`src/rtl/iterative_multiplier.sv`:
```
// Shift-and-add unsigned multiplier: one partial product per clock, done pulse on completion.
// Optional MULT_EARLY_EXIT_EN: leave CALC as soon as the remaining multiplier bits are all zero.
module iterative_multiplier #(
  parameter int WIDTH = 4
) (
  input  logic                 clk,
  input  logic                 reset,
  input  logic                 start,
  input  logic [WIDTH-1:0]     A,
  input  logic [WIDTH-1:0]     B,
  output logic                 busy,
  output logic                 done,
  output logic [2*WIDTH-1:0]   P
);

  localparam int CNT_W = $clog2(WIDTH);

  typedef enum logic [1:0] {
    IDLE = 2'd0,
    CALC = 2'd1,
    DONE = 2'd2
  } state_t;

  state_t               state_q, state_d;
  logic [2*WIDTH-1:0]   mcand_q, mcand_d;
  logic [WIDTH-1:0]     mplier_q, mplier_d;
  logic [2*WIDTH-1:0]   acc_q, acc_d;
  logic [CNT_W-1:0]     cnt_q, cnt_d;
  logic [2*WIDTH-1:0]   p_q, p_d;

  logic [2*WIDTH-1:0]   acc_sum;
  logic [WIDTH-1:0]     mplier_shift;
  logic                 last_iter;

  always_ff @(posedge clk or posedge reset) begin
    if (reset) begin
      state_q  <= IDLE;
      mcand_q  <= '0;
      mplier_q <= '0;
      acc_q    <= '0;
      cnt_q    <= '0;
      p_q      <= '0;
    end else begin
      state_q  <= state_d;
      mcand_q  <= mcand_d;
      mplier_q <= mplier_d;
      acc_q    <= acc_d;
      cnt_q    <= cnt_d;
      p_q      <= p_d;
    end
  end

  // The accumulator holds at most (2^W-1)^2, so the 2W-bit add never overflows.
  assign acc_sum      = mplier_q[0] ? (acc_q + mcand_q) : acc_q;
  assign mplier_shift = mplier_q >> 1;

`ifdef MULT_EARLY_EXIT_EN
  assign last_iter = (cnt_q == CNT_W'(WIDTH - 1)) || (mplier_shift == '0);
`else
  assign last_iter = (cnt_q == CNT_W'(WIDTH - 1));
`endif

  always_comb begin
    state_d  = state_q;
    mcand_d  = mcand_q;
    mplier_d = mplier_q;
    acc_d    = acc_q;
    cnt_d    = cnt_q;
    p_d      = p_q;
    case (state_q)
      IDLE: begin
        if (start) begin
          mcand_d  = {{WIDTH{1'b0}}, A};
          mplier_d = B;
          acc_d    = '0;
          cnt_d    = '0;
          state_d  = CALC;
        end
      end
      CALC: begin
        acc_d    = acc_sum;
        mcand_d  = mcand_q << 1;
        mplier_d = mplier_shift;
        cnt_d    = cnt_q + 1'b1;
        if (last_iter) begin
          p_d     = acc_sum;
          state_d = DONE;
        end
      end
      DONE: begin
        state_d = IDLE;
      end
      default: begin
        state_d = IDLE;
      end
    endcase
  end

  assign busy = (state_q != IDLE);
  assign done = (state_q == DONE);
  assign P    = p_q;

endmodule
```
`config.mk`:
```
export PLATFORM = sky130hd
export DESIGN_NAME = iterative_multiplier
export DESIGN_NICKNAME = d
export VERILOG_FILES = /design/src/rtl/iterative_multiplier.sv
export SDC_FILE = /design/constraint.sdc
export NUM_CORES = 1
export LEC_CHECK = 0
export BUFFER_PORTS_ARGS = -buffer_cell sky130_fd_sc_hd__buf_4
export CORE_UTILIZATION = 45
export CTS_CLUSTER_DIAMETER = 50
export CTS_CLUSTER_SIZE = 10
export DETAILED_ROUTE_END_ITERATION = 10
export PLACE_DENSITY_LB_ADDON = 0.12
export SETUP_SLACK_MARGIN = 0.02
export SLEW_MARGIN = 15
export SYNTH_ARGS = -nofsm -noshare
export SYNTH_HDL_FRONTEND = slang
export SYNTH_SLANG_ARGS = --single-unit
```
`constraint.sdc`:
```
create_clock -name clk -period 2.2 [get_ports clk]
set_clock_uncertainty 0.1 [all_clocks]
set_input_delay 0.44 -clock clk [delete_from_list [all_inputs] [get_ports clk]]
set_output_delay 0.44 -clock clk [all_outputs]
set_load 0.03 [all_outputs]
```
==> results summary <==
The final antenna-violating net count is 0. In this run, synthesis produced a sequential element count of 32. Of all cell types, the one taking the most synthesized area is sky130_fd_sc_hd__dfrtp_1. The total number of yosys warnings came out at 0. The synthesized netlist net count is 180. The number of non-filler instances in the completed layout came out at 235. The post-route clock period utilization is 0.930.

STA classifies the critical path startpoint as a flip-flop. The post-synthesis cell type count came out at 34. The cell area after technology mapping is 0.00164 mm2.

The starting DRC count in detailed routing is 64. The worst vdd rail ir drop is 774 uV. The power density normalized to cell area is 1400 mW/mm2.

21 I/O pins were placed. The fraction of registers with async set or reset after synthesis came out at 1.00. The weighted congestion at the end of routability-driven global placement is 0.885. For the worst setup path, the data required time is 2.35 ns. Compared with the post-synthesis result, the final layout area differs by 20.7%.

The total area of sequential cells is 803 um2. The later pin in the worst-skew pair is clocked with a latency of 0.33 ns. The clock tree from TritonCTS is done. The TritonCTS sink count came out at 32.

The initial antenna violation count is 0. The number of buffers created by CTS came out at 5. The wire length of the first global-routing pass came out at 5680 um.

The overall die area came out at 0.00388 mm2. The aggregate negative setup slack came out at 0 ns. The number of fillers in the final layout is 321. The worst setup path is captured at a flip-flop. The arrival time reported for the critical path endpoint came out at 2.20 ns.

The number of inserted diodes is 0. The worst setup path is of the reg -> reg kind. The achievable frequency came out at 0.489 GHz. The highest metal layer carrying signal wires in the routed design is met4.

The overall via count from detail_route came out at 1265. The post-detailed-route via-to-cell ratio came out at 5.38. The per-instance average area after synthesis is 10.2 um2. The flow ran to the end, and the final reports show no timing, DRC or antenna violations. Dividing the detail-routed wire length by the instance count gives 14.1 um. The CTS H-tree depth came out at 2. The remaining design rule violation count is 0. After technology mapping, the gate count stands at 160. The CTS clock-pin slew for the worst setup and hold paths is 0.09 ns. The number of nets in the final layout came out at 208. In this run the standard cell core region covers 0.00342 mm2. The share of layout cells above drive strength 1 came out at 0.249. In this run the critical register-to-register path is launched from mcand_q[4].

The part of the Yosys area used for sequential elements came out at 0.490. The count of buffers from port buffering is 20. The die width is 62.3 um. The first-pass iteration count of the detailed router is 4.

The tightest min-delay check is of the in -> async type. The footprint of the multi-input gates came out at 825 um2. The instance count after placement with tap cells included is 225. The met3 wirelength from detailed routing came out at 116 um. For this configuration, the core starts out at a cell density of 0.479.

Row generation in the floorplan step produced 21 rows. The cell at the root of the clock tree is sky130_fd_sc_hd__clkbuf_4. Max-cap violations in this run came to 0.

The die is 62.3 um tall. The leakage power summed over all cells is 0.920 nW. Headroom to the max-slew limit came out at 0.735. The number of hold violations in the final report came out at 0. Among all flip-flop cells after synthesis, the most frequent one is sky130_fd_sc_hd__dfrtp_1. Setup repair after global routing left no endpoint under its margin. In this run the worst setup path begins at mcand_q[4]. The number of hold buffers added after cts is 0.

The wire length after detailed routing came out at 3310 um. The number of setup violations in the final report came out at 0. Of all nets on the critical path, the largest fanout is 4. For this run the aggregate overflow at the end of global routing stands at 0. The most common cell in the netlist is sky130_fd_sc_hd__dfrtp_1. The total global-route track usage came out at 0.190. Detailed placement finished with a half-perimeter wire length of 2390 um. The worst-case clock buffer depth is 2. The share of synthesized area in the top cell type comes to 0.490. Wire segments on met2 add up to 1570 um in the final route. Ranked by instance count, the synthesized netlist is headed by sky130_fd_sc_hd__dfrtp_1 (32), sky130_fd_sc_hd__nand2_1 (24), sky130_fd_sc_hd__o21ai_0 (22), sky130_fd_sc_hd__a22o_1 (11), sky130_fd_sc_hd__ha_1 (8). The minimum clock period is 2.05 ns. The via count of the first global-routing pass was 1253. The transition time at the pin with the least slew margin came out at 0.397 ns.

Sorting the synthesized cells by area gives the leading types as sky130_fd_sc_hd__dfrtp_1 (49%), sky130_fd_sc_hd__o21ai_0 (6.7%), sky130_fd_sc_hd__ha_1 (6.1%), sky130_fd_sc_hd__a22o_1 (5.9%), sky130_fd_sc_hd__nand2_1 (5.5%). The final number of max-transition violations came out at 0. In the final routing, the length of wire on met1 measures 1530 um. The number of enable flip-flop cells after synthesis came out at 0. The pin count of the biggest net entering global routing came out at 33.
==> timing repair <==
| action | CTS | global route |
|---|---|---|
| resized for setup | 0 | 8 |
| setup buffers | 0 | 2 |
| setup endpoints to repair | 0 | 4 |
==> registers in the layout, summed over array words and instances (netlist names) <==
register / flops
cnt_q: 2
acc_q: 8
mcand_q: 8
mplier_q: 4
P: 8
state_q: 2
==> power breakdown <==
| part | total, mW | switching (mW) | internal (mW) |
|---|---|---|---|
| Combinational | 1.36 | 0.737 | 0.627 |
| Sequential | 1.05 | 0.230 | 0.824 |
| Clock | 0.343 | 0.186 | 0.157 |
==> final timing paths <==
kind / depth (start not counted) / slack [ns] / to
max: 6 / 0.15 / acc_q[7]
min: 3 / 0.08 / acc_q[3]
max in group asynchronous: 3 / 1.62 / acc_q[1]
min reg2reg: 2 / 0.38 / P[3]
min in group clk: 3 / 0.25 / mplier_q[3]
max reg2reg: 6 / 0.15 / acc_q[7]
==> routing by layer <==
| layer | vias to the layer above | global-route usage |
|---|---|---|
| li1 | 629 | - |
| met1 | 606 | 0.226 |
| met2 | 20 | 0.317 |
| met3 | 10 | 0.0515 |
| met4 | 0 | 0.0930 |
| met5 | - | 0 |
==> worst max-delay path, cell delays in order (launching register included) <==
cell and delay [ns]:
sky130_fd_sc_hd__dfrtp_1 0.42, sky130_fd_sc_hd__ha_2 0.34, sky130_fd_sc_hd__a21oi_2 0.18, sky130_fd_sc_hd__o21ai_0 0.14
sky130_fd_sc_hd__or3_4 0.41, sky130_fd_sc_hd__a211o_1 0.30, sky130_fd_sc_hd__o21ai_0 0.08
==> layout by cell type, fill, tap and decap left out, drive strengths merged <==
cell | synthesis | final
a31o | 1 | 1
nand3 | 1 | 1
a21oi | 8 | 8
o211ai | 1 | 1
clkbuf | 4 | 8
a21o | 3 | 3
and3b | 3 | 3
a22oi | 3 | 3
a211oi | 1 | 1
or2 | 1 | 1
o21bai | 3 | 3
a41oi | 1 | 1
or3 | 1 | 1
nor2b | 4 | 4
inv | 5 | 5
mux2i | 5 | 5
a31oi | 2 | 2
nor2 | 2 | 2
nand2b | 2 | 2
nor3 | 1 | 1
dfrtp | 32 | 32
o21ai | 22 | 22
fa | 1 | 1
ha | 8 | 8
and2 | 1 | 1
buf | 3 | 28
xnor2 | 5 | 5
a211o | 1 | 1
nand2 | 24 | 24
a22o | 11 | 11
==> stage by stage <==
stage	util	power [mW]	instance area (um2)	hold slack (ns)	setup WS [ns]
2_1_floorplan	-	1.96	1640	0.350	0.214
3_3_place_gp	0.544	2.31	1860	0.365	0.144
3_5_place_dp	0.544	2.36	1860	0.372	0.118
4_1_cts	0.562	2.71	1920	0.0885	0.0940
5_1_grt	0.578	3.00	1970	0.109	0.0520
6_report	0.578	2.76	1970	0.0786	0.153
==> logic make-up after synthesis <==
kind of cell,after synthesis,share of synthesized area
multiplexers,5,0.0306
adder cells (fa/ha/maj),9,0.0735
AO/OA/AOI/OAI,57,0.231
flip-flops,32,0.490
buffers and inverters,12,0.0291
XOR/XNOR,5,0.0268
AND/OR/NAND/NOR,40,0.119
==> layout make-up <==
| class | count | share of cell area |
|---|---|---|
| Multi-Input combinational cell | 116 | 0.418 |
| Sequential cell | 32 | 0.407 |
| Timing Repair Buffer | 28 | 0.107 |
| Clock buffer | 8 | 0.0298 |
| Tap cell | 46 | 0.0292 |
| Inverter | 5 | 0.00951 |
Note: power is estimated with default switching activity, not from simulation.
